==> config.mk <==
export PLATFORM = sky130hd
export DESIGN_NAME = warehouse_cmd_rx
export DESIGN_NICKNAME = d
export VERILOG_FILES = /design/src/rtl/warehouse_pkg.sv /design/src/rtl/uart_byte_rx.sv /design/src/rtl/warehouse_cmd_rx.sv
export SDC_FILE = /design/constraint.sdc
export NUM_CORES = 1
export LEC_CHECK = 0
export ABC_AREA = 0
export BUFFER_PORTS_ARGS = -buffer_cell sky130_fd_sc_hd__buf_2
export CAP_MARGIN = 0
export CORE_MARGIN = 8
export CORE_UTILIZATION = 60
export DETAILED_ROUTE_END_ITERATION = 10
export GPL_TIMING_DRIVEN = 0
export PLACE_DENSITY = 0.81
export SETUP_SLACK_MARGIN = 0.4
export SLEW_MARGIN = 20
export SYNTH_ARGS = -nofsm -noshare
export SYNTH_HDL_FRONTEND = slang
export SYNTH_HIERARCHICAL = 1
export SYNTH_SLANG_ARGS = --single-unit
export TNS_END_PERCENT = 10
==> constraint.sdc <==
create_clock -name sys_clk -period 4 [get_ports sys_clk]
set_input_delay 0.8 -clock sys_clk [delete_from_list [all_inputs] [get_ports sys_clk]]
set_output_delay 0.8 -clock sys_clk [all_outputs]
set_load 0.01 [all_outputs]
==> src/rtl/warehouse_pkg.sv <==
// Shared types and constants for the warehouse command receiver: FSM states,
// error codes, frame header and coordinate widths.
package warehouse_pkg;

  localparam logic [7:0] HDR_BYTE = 8'hAA;
  localparam int         MAX_NOB  = 24;
  localparam int         XW       = 9;
  localparam int         YW       = 8;

  localparam logic [1:0] ERR_CHK   = 2'd0;
  localparam logic [1:0] ERR_RANGE = 2'd1;
  localparam logic [1:0] ERR_RDY   = 2'd2;
  localparam logic [1:0] ERR_GAP   = 2'd3;

  typedef enum logic [2:0] {
    ST_IDLE,
    ST_GET_NOB,
    ST_GET_CHK,
    ST_REQ,
    ST_WAIT_RDY,
    ST_DONE,
    ST_HOLD,
    ST_ERR
  } state_e;

  function automatic logic nob_in_range(input logic [7:0] nob);
    return (nob != 8'd0) && (nob <= 8'(MAX_NOB));
  endfunction

endpackage

==> src/rtl/uart_byte_rx.sv <==
// 8N1 UART byte receiver: 2-FF synchroniser, mid-bit sampling, LSB first.
// Bytes with a low stop bit are dropped and the receiver waits for line idle.
module uart_byte_rx #(
  parameter int CLK_FREQ = 50_000_000,
  parameter int BAUD     = 115200
) (
  input  logic       sys_clk,
  input  logic       sys_rst,
  input  logic       rx,
  output logic [7:0] rx_data,
  output logic       rx_valid
);

  localparam int             CPB  = CLK_FREQ / BAUD;
  localparam int             CW   = $clog2(CPB + 1);
  localparam logic [CW-1:0]  HALF = CW'(CPB / 2 - 1);
  localparam logic [CW-1:0]  FULL = CW'(CPB - 1);

  typedef enum logic [2:0] {RX_IDLE, RX_START, RX_DATA, RX_STOP, RX_BREAK} rx_state_e;

  rx_state_e     st_q, st_d;
  logic [1:0]    sync_q;
  logic [CW-1:0] cnt_q, cnt_d;
  logic [2:0]    bit_q, bit_d;
  logic [7:0]    shift_q, shift_d;
  logic [7:0]    data_q, data_d;
  logic          valid_q, valid_d;
  logic          rx_s;

  assign rx_s     = sync_q[1];
  assign rx_data  = data_q;
  assign rx_valid = valid_q;

  always_ff @(posedge sys_clk) begin
    if (sys_rst) begin
      sync_q  <= 2'b11;
      st_q    <= RX_IDLE;
      cnt_q   <= '0;
      bit_q   <= '0;
      shift_q <= '0;
      data_q  <= '0;
      valid_q <= 1'b0;
    end else begin
      sync_q  <= {sync_q[0], rx};
      st_q    <= st_d;
      cnt_q   <= cnt_d;
      bit_q   <= bit_d;
      shift_q <= shift_d;
      data_q  <= data_d;
      valid_q <= valid_d;
    end
  end

  always_comb begin
    st_d    = st_q;
    cnt_d   = cnt_q + 1'b1;
    bit_d   = bit_q;
    shift_d = shift_q;
    data_d  = data_q;
    valid_d = 1'b0;
    case (st_q)
      RX_IDLE: begin
        cnt_d = '0;
        if (!rx_s) st_d = RX_START;
      end
      RX_START: begin
        // Glitches shorter than half a bit fall back to idle.
        if (cnt_q == HALF) begin
          cnt_d = '0;
          bit_d = '0;
          st_d  = rx_s ? RX_IDLE : RX_DATA;
        end
      end
      RX_DATA: begin
        if (cnt_q == FULL) begin
          cnt_d   = '0;
          shift_d = {rx_s, shift_q[7:1]};
          bit_d   = bit_q + 1'b1;
          if (bit_q == 3'd7) st_d = RX_STOP;
        end
      end
      RX_STOP: begin
        if (cnt_q == FULL) begin
          cnt_d = '0;
          if (rx_s) begin
            data_d  = shift_q;
            valid_d = 1'b1;
            st_d    = RX_IDLE;
          end else begin
            st_d = RX_BREAK;
          end
        end
      end
      RX_BREAK: begin
        cnt_d = '0;
        if (rx_s) st_d = RX_IDLE;
      end
      default: st_d = RX_IDLE;
    endcase
  end

endmodule

==> src/rtl/warehouse_cmd_rx.sv <==
// Frame FSM: receives HDR/NOB/CHK over UART, requests a coordinate lookup
// and latches the returned x/y for the arm motion controller.
module warehouse_cmd_rx
  import warehouse_pkg::*;
#(
  parameter int CLK_FREQ    = 50_000_000,
  parameter int BAUD        = 115200,
  parameter int RDY_TIMEOUT = 64,
  parameter int GAP_TIMEOUT = CLK_FREQ / 100
) (
  input  logic          sys_clk,
  input  logic          sys_rst,
  input  logic          uart_rx,
  input  logic          ready_flag,
  input  logic [XW-1:0] x_warehouse,
  input  logic [YW-1:0] y_warehouse,
  output logic [5:0]    warehouse_nob,
  output logic          en_flag,
  output logic [XW-1:0] x_target,
  output logic [YW-1:0] y_target,
  output logic          target_valid,
  output logic          system_start,
  output logic          busy,
  output logic          err_pulse,
  output logic [1:0]    err_code,
  output state_e        state_dbg
);

  localparam int            TMAX     = (GAP_TIMEOUT > RDY_TIMEOUT) ? GAP_TIMEOUT : RDY_TIMEOUT;
  localparam int            TW       = $clog2(TMAX + 1);
  localparam logic [TW-1:0] GAP_LAST = TW'(GAP_TIMEOUT - 1);
  localparam logic [TW-1:0] RDY_LAST = TW'(RDY_TIMEOUT - 1);
  localparam logic [TW-1:0] HOLD_LAST = TW'(3);

  logic [7:0] rx_data;
  logic       rx_valid;

  uart_byte_rx #(.CLK_FREQ(CLK_FREQ), .BAUD(BAUD)) u_rx (
    .sys_clk  (sys_clk),
    .sys_rst  (sys_rst),
    .rx       (uart_rx),
    .rx_data  (rx_data),
    .rx_valid (rx_valid)
  );

  state_e        state_q, state_d;
  logic [7:0]    nob_q, nob_d;
  logic [5:0]    wnob_q, wnob_d;
  logic [XW-1:0] x_q, x_d;
  logic [YW-1:0] y_q, y_d;
  logic [1:0]    code_q, code_d;
  logic [TW-1:0] tmr_q, tmr_d;
  logic          rdy_prev_q;

  always_ff @(posedge sys_clk) begin
    if (sys_rst) begin
      state_q    <= ST_IDLE;
      nob_q      <= '0;
      wnob_q     <= '0;
      x_q        <= '0;
      y_q        <= '0;
      code_q     <= '0;
      tmr_q      <= '0;
      rdy_prev_q <= 1'b0;
    end else begin
      state_q    <= state_d;
      nob_q      <= nob_d;
      wnob_q     <= wnob_d;
      x_q        <= x_d;
      y_q        <= y_d;
      code_q     <= code_d;
      tmr_q      <= tmr_d;
      rdy_prev_q <= ready_flag;
    end
  end

  // One shared timer: gap in GET_NOB/GET_CHK, ready wait from REQ, settle in HOLD.
  always_comb begin
    state_d = state_q;
    nob_d   = nob_q;
    wnob_d  = wnob_q;
    x_d     = x_q;
    y_d     = y_q;
    code_d  = code_q;
    tmr_d   = tmr_q + 1'b1;
    case (state_q)
      ST_IDLE: begin
        tmr_d = '0;
        if (rx_valid && rx_data == HDR_BYTE) state_d = ST_GET_NOB;
      end
      ST_GET_NOB: begin
        if (rx_valid) begin
          nob_d   = rx_data;
          tmr_d   = '0;
          state_d = ST_GET_CHK;
        end else if (tmr_q == GAP_LAST) begin
          code_d  = ERR_GAP;
          state_d = ST_ERR;
        end
      end
      ST_GET_CHK: begin
        if (rx_valid) begin
          tmr_d = '0;
          if (rx_data != (HDR_BYTE ^ nob_q)) begin
            code_d  = ERR_CHK;
            state_d = ST_ERR;
          end else if (!nob_in_range(nob_q)) begin
            code_d  = ERR_RANGE;
            state_d = ST_ERR;
          end else begin
            wnob_d  = nob_q[5:0];
            state_d = ST_REQ;
          end
        end else if (tmr_q == GAP_LAST) begin
          code_d  = ERR_GAP;
          state_d = ST_ERR;
        end
      end
      ST_REQ: state_d = ST_WAIT_RDY;
      ST_WAIT_RDY: begin
        if (ready_flag && !rdy_prev_q) begin
          x_d     = x_warehouse;
          y_d     = y_warehouse;
          state_d = ST_DONE;
        end else if (tmr_q == RDY_LAST) begin
          code_d  = ERR_RDY;
          state_d = ST_ERR;
        end
      end
      ST_DONE: begin
        tmr_d   = '0;
        state_d = ST_HOLD;
      end
      ST_HOLD: if (tmr_q == HOLD_LAST) state_d = ST_IDLE;
      ST_ERR:  state_d = ST_IDLE;
      default: state_d = ST_IDLE;
    endcase
  end

  assign warehouse_nob = wnob_q;
  assign en_flag       = (state_q == ST_REQ);
  assign x_target      = x_q;
  assign y_target      = y_q;
  assign target_valid  = (state_q == ST_DONE);
  assign system_start  = (state_q == ST_DONE);
  assign busy          = (state_q == ST_GET_NOB) || (state_q == ST_GET_CHK) ||
                         (state_q == ST_REQ) || (state_q == ST_WAIT_RDY);
  assign err_pulse     = (state_q == ST_ERR);
  assign err_code      = code_q;
  assign state_dbg     = state_q;

endmodule

# Yosys cells after proc, flatten, opt, wreduce, memory -nomap -nowiden
# Cells that the tools add are included.
[word_totals]
reg_bits = 90
latchBits = 0
mem_bits_rw = 0
romBits = 0
input_bits = 21
output_inout_bits = 33
elab_cells = 117
n_memories = 0
[classes]
addsub = 3
multipliers = 0
div = 0
magnitude_cmp = 1
eq_ne = 32
n_shift = 0
mux = 36
bitwise = 4
n_reduce_logical = 26
[op_table]
columns = ["operator", "count"]
rows = [
  ["$mux W3", 18],
  ["$pmux W19 S2", 1],
  ["$pmux W9 S3", 1],
  ["$pmux W3 S8", 1],
  ["$add A19 B1 Y19 const B", 1],
  ["$eq A19 B19 Y1 const B", 1],
  ["$eq A19 B2 Y1 const B", 1],
  ["$eq A19 B6 Y1 const B", 1],
  ["$mux W19", 1],
  ["$eq A3 B3 Y1 const B", 6],
  ["$mux W9", 2],
  ["$mux W2", 8],
  ["$pmux W3 S5", 1],
  ["$eq A3 B2 Y1 const B", 4],
  ["$ne A2 B2 Y1 const B", 6],
  ["$ne A2 B1 Y1 const B", 5],
  ["$add A9 B1 Y9 const B", 1],
  ["$eq A9 B8 Y1 const B", 1],
  ["$eq A9 B9 Y1 const B", 1],
  ["$reduce_and A3 Y1", 3],
  ["$eq A8 B8 Y1 const B", 1],
  ["$le A8 B5 Y1 const B", 1],
  ["$ne A8 B8 Y1", 1],
  ["$reduce_bool A8 Y1", 1],
  ["other kinds (21)", 34],
]

# Longest topological paths before layout
# Gate-level depths: netlist (run 1).
[depth]
word_depth = 6
depth_mapped = 8
mapped_depth_nobuf = 6

# Cells and area by module
# Netlist (run 1), hierarchy kept.
[by_module_without_submodules]
columns = ["module", "instances", "cells_per_inst", "area_each_um2", "seq_area_each_um2"]
rows = [
  ["warehouse_cmd_rx", 1, 303, 2570.0, 1121.1],
  ["uart_byte_rx", 1, 157, 1482.7, 680.7],
]

# Worst setup path before layout (run 1)
# OpenSTA, ideal clock, no wires.
[synth_path]
kind = "register to register"
start = "register tmr_q[0]"
end = "register state_q[0] (netlist: state_dbg[0])"
setup_ns = 0.087
arrival_ns = 1.954
required_time_ns = 3.913
path_slack_ns = 1.959
stages_incl_launch_ff = 7
n_path_buf = 0
synth_period_minus_slack_ns = 2.041
cell_sequence = "dfxtp_1 -> ha_1 -> or4b_1 -> or4_4 -> o21ai_4 -> a22oi_2 -> nor4b_4"
[synth_via]
elab_chain_len = 4
word_cells_on_any_way = 10
classes_between = "eq/ne: 5; mux: 4; reduce/logical: 1"
[synth_lines]
columns = ["item", "line_no", "source"]
rows = [
  ["from (decl)", "warehouse_cmd_rx.sv:52", "logic [TW-1:0] tmr_q, tmr_d;"],
  ["from (signal assigned)", "warehouse_cmd_rx.sv:72", "tmr_q <= tmr_d;"],
  ["$eq A19 B19 Y1", "warehouse_cmd_rx.sv:96, warehouse_cmd_rx.sv:114", ""],
  ["$mux W3", "n/a", ""],
  ["$mux W3 (on tied branches)", "n/a", ""],
  ["$pmux W3 S8", "n/a", ""],
  ["to (signal assigned)", "warehouse_cmd_rx.sv:66", "state_q <= state_d;"],
  ["to (decl)", "warehouse_cmd_rx.sv:46", "state_e state_q, state_d;"],
]
# Parallel ways exist; a longest one is shown, timed or not.
# A chain may end at the register's enable or synchronous reset.

# Worst setup path in the final report (run 1)
[layout_path]
start = "register state_q[0] (netlist: state_dbg[0])"
end = "output port target_valid"
[layout_via]
elab_chain_len = 1
[layout_lines]
columns = ["item", "line_no", "source"]
rows = [
  ["$eq A3 B3 Y1", "warehouse_cmd_rx.sv:144", "assign target_valid = (state_q == ST_DONE);"],
  ["to (decl)", "warehouse_cmd_rx.sv:21", "output logic target_valid,"],
]
# No other way between the ends.

==> impl_metrics.toml, run 1 <==
[synth]
synthCells = 460
yosysWarnings = 6
ys.flop_type = "dfxtp_1"
synth_top_area_cell = "dfxtp_1"
synth_area_leaders = "dfxtp_1 (44%), mux2i_1 (7.2%), nor2_1 (6.9%)"
synth_edf_count = 0
ys_types = 53
synthArstFlopShare_pct = 0
synth.yosys.seq_area_share_pct = 44.5
postSynthNetCount = 487
synth_top_area_share_pct = 44.5
synth_area_per_cell_um2 = 8.81
syn_area_um2 = 4050
ys_seq_elements = 90

[global_routing]
antenna_found_initial = 0
first_global_vias = 3261
grt_pass1_wl_um = 14400
grt_overflow = 0
grt_max_degree = 14
grt_use_total_pct = 17.9

[route]
drtAntennaViolNets = 0
first_pass_iters = 4
detail_route.wl_per_cell_um = 13.9
drt_iter0_markers = 131
wirelength_um = 8460
vias = 3365
vias_per_cell = 5.53
drc = 0

[worst_setup_path]
endpoint_kind = "output port"
startpoint_type = "register"
crit_fanout = 10
worstPathArrival_ns = 1.80
critical_path_class = "register to output port"
required_ns = 3.20

[power_and_ir_drop]
clockPowerShare_pct = 39.9
vdd_drop_max_mv = 0.197
p_comb_share_pct = 2.4
p_int_uw = 1230
p_switching_uw = 323
switching_share_pct = 20.8
power.density_nw_per_um2 = 338
power.leakage_uw = 0.00173
seqPwrFrac_pct = 57.7

[clocking]
clockBufferDepth = 2
clk_pin_slew_ns = 0.08
post_cts_buffers = 0
numClockSinks = 90
clockRootBuffer = "clkbuf_8"
cts_buffers = 9
insertion_delay_ns = 0.36
cts_max_level = 3
hold_buffers = 0
cts_resized = 0
cts_tree = "built"

[sta]
fin_crit_ns = 2.60
fmax_ghz = 0.385
worst_clock_skew_ns = 0.00981
slew_headroom_pct = 43.4
rsz0062_at_grt = "no"
final-hold-violation-count = 0
tightest_slew_ns = 0.838
setup_viol = 0
layout_setup_ws_ns = 1.40
min_period_over_period_pct = 65.0
drv_slew = 0
finalSetupTns_ns = 0

[floorplanning]
dieArea_um2 = 9640
fp.dieH_um = 98.2
die_x_um = 98.2
std_cell_rows = 30
io_pins = 54
start_util_pct = 60.7
core_um2 = 6680

[layout]
syn_to_final_growth_pct = 13.9
drive_above_1_share_pct = 16.6
fin_nets = 551
n_antenna_cell = 0
nFillCells = 542

[hold_path]
min_path_type = "register to register"

[placed_design]
place_hpwl_um = 6260
gp_congestion = 0.884
post-place-ws_ns = 1.70
io_buffers = 53

[flow_run]
drv_cap = 0

[outcome]
status = "complete, no violations"
Yosys cell counts, types with 2 or more instances:
| library cell | instances |
|---|---|
| mux2i_1 | 29 |
| nand4b_1 | 3 |
| or3_1 | 3 |
| xor2_1 | 17 |
| or4_1 | 9 |
| and3_1 | 3 |
| nand3_1 | 17 |
| nand4_1 | 9 |
| xnor2_1 | 15 |
| or3b_2 | 2 |
| a31oi_1 | 3 |
| dfxtp_1 | 90 |
| nor3b_1 | 5 |
| inv_1 | 13 |
| nand2_1 | 50 |
| a21o_1 | 2 |
| or2_2 | 7 |
| ha_1 | 6 |
| o21ai_0 | 8 |
| nor3_1 | 6 |
| nor4_1 | 4 |
| clkbuf_1 | 18 |
| nor2_1 | 75 |
| nor2b_1 | 4 |
| nand4bb_1 | 2 |
| a21oi_1 | 27 |
| o31ai_1 | 2 |
| o41ai_1 | 3 |
| buf_2 | 3 |
| nand2b_1 | 2 |
flip-flops by register name, summed over array words and instances (netlist names), 3 cells and up:
register	flops
u_rx/cnt_q	9
u_rx/rx_data	8
u_rx/st_q	3
nob_q	8
x_target	9
tmr_q	19
warehouse_nob	6
u_rx/bit_q	3
u_rx/shift_q	8
y_target	8
state_dbg	3
power groups by stage:
stage / Sequential [uW] / Clock, uW / Combinational [uW]
after floorplan: 920 / 0 / 20.1
after global placement: 921 / 0 / 35.7
after detailed placement: 921 / 0 / 36.7
after CTS: 899 / 633 / 36.8
after global routing: 900 / 665 / 40.3
final: 899 / 622 / 36.7
layout by cell type, fill, tap and decap left out, types with 6 or more instances in the layout:
cell | synthesis | final
xnor2_1 | 15 | 15
nand3_1 | 17 | 17
inv_1 | 13 | 13
buf_2 | 3 | 56
nor2_1 | 75 | 75
nand4_1 | 9 | 9
clkbuf_1 | 18 | 21
nand2_1 | 50 | 50
dfxtp_1 | 90 | 90
or4_1 | 9 | 9
a21oi_1 | 27 | 27
ha_1 | 6 | 6
nor3_1 | 6 | 6
clkbuf_8 | 0 | 11
o21ai_0 | 8 | 8
or2_2 | 7 | 7
mux2i_1 | 29 | 29
xor2_1 | 17 | 17
worst paths after layout:
check,start,endpoint,slack [ns],cells after the start
worst max-delay path,state_dbg[0]$_SDFFE_PP0P_,target_valid,1.40,5
worst min-delay path,u_rx/sync_q[0]$_SDFF_PP1_,u_rx/sync_q[1]$_SDFF_PP1_,0.41,1
worst max register to register,state_dbg[1]$_SDFFE_PP0P_,warehouse_nob[1]$_SDFFE_PP0P_,1.69,6
worst min register to register,u_rx/sync_q[0]$_SDFF_PP1_,u_rx/sync_q[1]$_SDFF_PP1_,0.41,1
kinds of logic (layout without fill, tap and decap cells):
| logic type | Yosys count | in the layout | synth area share [%] |
|---|---|---|---|
| compound gates | 56 | 56 | 8.92 |
| simple gates | 211 | 211 | 27.0 |
| mux | 29 | 29 | 7.16 |
| buf+inv | 36 | 105 | 3.70 |
| xor+xnor | 32 | 32 | 6.92 |
| flops | 90 | 90 | 44.5 |
| fa+ha+maj | 6 | 6 | 1.85 |
metal layers:
metal,vias up,GRT usage (%),part of all wire (%)
met3,15,5.19,6.2
li1,1712,-,-
met4,0,9.68,2.0
met5,-,0,0
met1,1564,19.1,44
met2,74,31.3,48
cell type report:
cell class / instances / area, um^2 / area share, %
clock inverter: 2 / 35.0 / 0.759
inverter: 13 / 48.8 / 1.06
timing repair buffer: 53 / 265 / 5.75
buffer: 23 / 101 / 2.20
multi-input combinational: 334 / 2100 / 45.5
sequential: 90 / 1800 / 39.0
clock buffer: 14 / 163 / 3.52
tap: 80 / 100 / 2.17
critical path, stage by stage, from the launching register on:
cell,delay [ns]
dfxtp_1,0.36
clkbuf_1,0.34
nor2b_1,0.33
and2_1,0.20
buf_4,0.10
buf_2,0.12
per-stage QoR:
| stage | instance area, um^2 | utilization [%] | total power, uW | hold slack, ns | instances |
|---|---|---|---|---|---|
| after CTS | 4620 | 69.1 | 1570 | 0.417 | 609 |
| after global placement | 4420 | 66.1 | 956 | 0.392 | 593 |
| final | 4620 | 69.1 | 1560 | 0.412 | 609 |
| after detailed placement | 4420 | 66.1 | 958 | 0.397 | 593 |
| after floorplan | 4050 | - | 940 | 0.389 | 460 |
| after global routing | 4620 | 69.1 | 1600 | 0.425 | 609 |
Power figures use the tool's default switching activity.
==> run 2: changes to the inputs <==
Settings changed: ABC_AREA 0 to 1, CORE_UTILIZATION 60 to 58, PLACE_DENSITY 0.81 to 0.78.
Clock period 4 ns to 2.5 ns, I/O delays scaled along.
==> run 2 against run 1 <==
  * Non-clock buffer count down 9
  * Cell count up 29%
  * Cell area rose by 7.1%
  * Clock power is 49% higher
  * Core utilization down 0.58 points
  * Sequential share of layout area fell by 2.4 points
  * Via count grew 18%
  * Die area rose by 8.4%
==> impl_metrics.toml, run 2 <==
[synth]
postSynthNetCount = 642
synthCells = 615
synth_edf_count = 0
synth_area_leaders = "dfxtp_1 (42%), nor2_1 (10%), nand2_1 (10%)"
synth_top_area_share_pct = 41.8
ys_seq_elements = 90
yosysWarnings = 6
synth_top_area_cell = "dfxtp_1"
netlist_top_cells_count = "nor2_1 (117), nand2_1 (115), dfxtp_1 (90)"
synth_area_per_cell_um2 = 7.01
synthArstFlopShare_pct = 0
syn_area_um2 = 4310
synth.yosys.seq_area_share_pct = 41.8
yosysMostFrequentCell = "nor2_1"
ys.flop_type = "dfxtp_1"
ys_types = 37

[worst_setup_path]
slowest_delay_ns = 0.41
critical_path_class = "register to output port"
cpMaxStageDelayCell = "dfxtp_4"
crit_chain = "inv_2, nand3_2, nand2_1, inv_1, nand2_2, or2_2, buf_2"
startpoint_type = "register"
critPathTopFamily = "simple AND/OR/NAND/NOR gates"
crit_fanout = 7
worstPathArrival_ns = 1.51
endpoint_kind = "output port"
required_ns = 2.00
cp.buffers_inverters = 3

[layout]
final-seq-area_um2 = 1810
syn_to_final_growth_pct = 14.6
regMostFlops = "tmr_q"
layout_commonest_cell = "nor2_1"
final_area_um2 = 4940
fin_nets = 709
drive_above_1_share_pct = 19.8
largest_reg_flops = 19
nFillCells = 650
n_antenna_cell = 0
post-route-util_pct = 68.5
layout_common_cells = "nor2_1 (117), nand2_1 (115), dfxtp_1 (87)"
multi_input_area_um2 = 2150

[placed_design]
io_buffers = 53
dpl-instance-area_um2 = 4700
place_hpwl_um = 7070
gp_congestion = 0.872

[route]
drtAntennaViolNets = 0
drt-met1-wl_um = 4030
top_layer = "met4"
vias_per_cell = 5.03
wl_met2_um = 4590
vias = 3955
wirelength_um = 9350
drt_iter0_markers = 224
wl_met3_um = 569
drc = 0
detail_route.wl_per_cell_um = 11.9
first_pass_iters = 5

[sta]
tightest_slew_ns = 0.449
fmax_ghz = 0.497
fin_crit_ns = 2.01
min_period_over_period_pct = 80.5
rsz0062_at_grt = "no"
slew_headroom_pct = 70.1
setup_viol = 0
finalSetupTns_ns = 0
drv_slew = 0
final-hold-violation-count = 0
worst_clock_skew_ns = 0.0135

[clocking]
clockRootBuffer = "clkbuf_8"
numClockSinks = 90
clk_pin_slew_ns = 0.09
cts_tree = "built"
hold_buffers = 0
clockBufferDepth = 2
cts_buffers = 9
insertion_delay_ns = 0.36
cts_max_level = 3

[power_and_ir_drop]
seqPwrFrac_pct = 54.0
power.leakage_uw = 0.00221
clockPowerShare_pct = 32.9
switching_share_pct = 28.8
vdd_drop_max_mv = 0.421
power.density_nw_per_um2 = 569
p_comb_share_pct = 13.1
p_switching_uw = 809
p_int_uw = 2000

[global_routing]
antenna_found_initial = 0
grt_overflow = 0
grt_use_total_pct = 18.5
grt_max_degree = 17
first_global_vias = 3690
grt_pass1_wl_um = 15800

[floorplanning]
dieArea_um2 = 10400
die_x_um = 102
io_pins = 54
std_cell_rows = 31
start_util_pct = 59.8
fp.dieH_um = 102
core_um2 = 7210

[flow_run]
drv_cap = 0

[outcome]
status = "complete, no violations"

[hold_path]
min_path_type = "input pin to register"
-- run 2: logic make-up after synthesis --
kind of cell    count (synthesis)  share of synthesized area (%)
fa+ha+maj                       6                           1.74
simple gates                  317                           33.4
compound gates                 97                           12.2
buf+inv                        95                           8.82
xor+xnor                       10                           2.03
flops                          90                           41.8
-- run 2: worst reg2reg max path: stages (launching register included) --
cell and delay [ns]:
dfxtp_1 0.36, ha_1 0.28, nand2_1 0.09, inv_2 0.07
nand2_1 0.06, nor2_1 0.12, nand3_1 0.17, o21ai_1 0.16
inv_1 0.05, nand2_1 0.06, nand2_1 0.05, a21oi_1 0.11
-- run 2: worst paths after layout --
kind	to	slack, ns	depth (start not counted)	from
hold reg to reg	u_rx/sync_q[1]$_SDFF_PP1_	0.43	1	u_rx/sync_q[0]$_SDFF_PP1_
setup reg to reg	state_dbg[2]$_SDFFE_PP0P_	0.86	11	tmr_q[0]$_SDFF_PP0_
setup / recovery	busy	0.49	7	state_dbg[1]$_SDFFE_PP0P_
hold / removal	u_rx/sync_q[0]$_SDFF_PP1_	0.32	2	uart_rx
-- run 2: power groups by stage --
stage,sequential (uW),combinational [uW],clock [uW]
CTS,1520,369,950
global placement,1550,350,0
floorplan,1550,286,0
detailed placement,1560,368,0
finish,1520,369,926
global route,1530,430,1010
-- run 2: area by class of cell --
type                       count  share of cell area (%)
tap                           99                    2.51
clock buffer                  10                    2.78
sequential                    90                    36.7
timing repair buffer          56                    5.82
clock inverter                 6                    1.01
multi-input combinational    430                    43.4
buffer                        11                    1.32
inverter                      84                    6.43
-- run 2: timing repair --
| item | CTS | global route |
|---|---|---|
| gates resized for setup | 5 | 7 |
| setup buffers | 0 | 3 |
| setup endpoints to repair | 1 | 1 |
| hold endpoints to repair | 0 | 0 |
-- run 2: metal layers --
metal	vias up	global-route usage (%)
met5	-	0
met4	0	8.35
met3	18	3.47
met2	86	32.5
met1	1759	21.2
li1	2092	-
-- run 2: stage by stage --
stage                     hold slack (ns)  setup slack, ns  total power [uW]  cells
final                               0.322            0.487              2810    786
after floorplan                     0.389            0.874              1830    615
after global routing                0.310            0.397              2970    786
after global placement              0.393            0.717              1900    767
after detailed placement            0.402            0.687              1920    767
after CTS                           0.309            0.434              2840    783
==> run 3: changes to the inputs <==
Settings changed: ABC_AREA 1 to 0, CORE_UTILIZATION 58 to 52, PLACE_DENSITY 0.78 to 0.74.
Clock period 2.5 ns to 1.75 ns, I/O delays scaled along.
==> run 3 against run 2 <==
  * The run now ends with setup timing left
  * Critical path depth is 1 lower
  * Global-route usage decreased by 2.4 points
  * Cell area increased by 1.4%
  * Die area grew 4.1%
  * Non-clock buffer count grew 21
  * Clock skew fell by 0.0010 ns
  * Via count shrank 13%
==> impl_metrics.toml, run 3 (synthesis gave the netlist of run 1 again) <==
[sta]
worst_clock_skew_ns = 0.0125
setup_viol = 21
min_period_over_period_pct = 115
finalSetupTns_ns = -2.11
tightest_slew_ns = 0.541
fin_crit_ns = 2.02
fin_hold_ws_ns = 0.173
final-hold-violation-count = 0
drv_slew = 0
rsz0062_at_grt = "yes"
fmax_ghz = 0.495
layout_setup_ws_ns = -0.270
slew_headroom_pct = 63.9

[layout]
multi_input_area_um2 = 2280
final-seq-area_um2 = 1820
final_area_um2 = 5010
layout_commonest_cell = "dfxtp_1"
nFillCells = 650
syn_to_final_growth_pct = 23.7
n_antenna_cell = 0
post-route-util_pct = 65.5
layout_common_cells = "dfxtp_1 (77), nor2_1 (71), buf_2 (54)"
largest_reg_flops = 19
drive_above_1_share_pct = 28.9
regMostFlops = "tmr_q"
fin_nets = 563

[placed_design]
io_buffers = 53
gp_congestion = 0.863
dpl-instance-area_um2 = 4460
place_hpwl_um = 6370

[route]
vias = 3441
wirelength_um = 8900
detail_route.wl_per_cell_um = 13.9
drtAntennaViolNets = 0
first_pass_iters = 4
drc = 0
vias_per_cell = 5.36
drt_iter0_markers = 123

[floorplanning]
fp.dieH_um = 104
die_x_um = 104
dieArea_um2 = 10900
start_util_pct = 53.0
std_cell_rows = 32
core_um2 = 7650
io_pins = 54

[clocking]
cts_buffers = 9
cts_tree = "built"
cts_max_level = 3
insertion_delay_ns = 0.36
clockRootBuffer = "clkbuf_8"
hold_buffers = 0
numClockSinks = 90
clockBufferDepth = 2
clk_pin_slew_ns = 0.09

[power_and_ir_drop]
vdd_drop_max_mv = 0.480
power.leakage_uw = 0.00189
power.density_nw_per_um2 = 681
power_uw = 3410

[worst_setup_path]
startpoint_type = "register"
critical_path_class = "register to register"
required_ns = 2.03
endpoint_kind = "register"
worstPathArrival_ns = 2.30
crit_fanout = 4

[global_routing]
grt_max_degree = 17
grt_use_total_pct = 16.1
grt_pass1_wl_um = 14900
grt_overflow = 0
first_global_vias = 3261
antenna_found_initial = 0

[flow_run]
drv_cap = 0

[outcome]
violations = "setup timing"
status = "finished with violations"

[hold_path]
min_path_type = "input pin to register"
==> run 3: changes by cell type in the layout (fill, tap and decap cells not counted), moves of 9 or more <==
cell / change
xor2_1: +9
o21ai_0: -37
dfxtp_1: -10
xnor2_1: +13
mux2i_1: +29
dfxtp_2: +11
a21oi_1: -11
inv_2: -13
nand2_1: -68
nand2_2: -9
inv_1: -57
nor2_1: -46
==> run 3: cell type report <==
cell class	instances	share of cell area, %
plain buffers	23	3.69
clock inverters	6	0.999
repair buffers	65	7.41
multi-input cells	334	45.5
inverters	13	0.974
flip-flops and latches	90	36.4
clock buffers	9	2.47
well taps	102	2.55
==> run 3: power breakdown <==
part	internal, uW	switching (uW)	leakage, uW
Clock	521	745	0.0000759
Combinational	36.8	56.3	0.00108
Sequential	2050	5.45	0.000733
Total	2610	807	0.00189
==> run 3: per-layer routing <==
| metal | up-vias | GRT usage [%] | wire length, um |
|---|---|---|---|
| met2 | 91 | 27.7 | 4360 |
| met5 | - | 0 | 0 |
| met1 | 1592 | 18.3 | 3870 |
| met3 | 17 | 4.34 | 486 |
| met4 | 0 | 6.62 | 178 |
| li1 | 1741 | - | - |
==> run 3: final timing paths <==
path                                  start                         to  slack, ns  cells after the start
hold / removal                      uart_rx  u_rx/sync_q[0]$_SDFF_PP1_       0.17                      2
hold reg to reg   u_rx/sync_q[0]$_SDFF_PP1_  u_rx/sync_q[1]$_SDFF_PP1_       0.43                      1
setup / recovery        tmr_q[0]$_SDFF_PP0_  state_dbg[0]$_SDFFE_PP0P_      -0.27                      6
setup reg to reg        tmr_q[0]$_SDFF_PP0_  state_dbg[0]$_SDFFE_PP0P_      -0.27                      6
==> run 3: critical path, stage by stage (launching register included) <==
cell	delay [ns]
dfxtp_2	0.36
ha_4	0.14
or4b_4	0.46
or4_4	0.48
o21ai_4	0.18
a22oi_2	0.12
nor4b_4	0.20
==> run 3: through the flow <==
step	worst slack (ns)	cells
2_1_floorplan	-0.259	460
3_3_place_gp	-0.498	615
3_5_place_dp	-0.507	615
4_1_cts	-0.253	638
5_1_grt	-0.327	642
6_report	-0.270	642
==> run 3: repair_timing <==
item                       4_1_cts  5_1_grt
gates resized for setup         52       39
pin swaps                       19       11
buffers inserted                 8        4
setup endpoints to repair       92       92
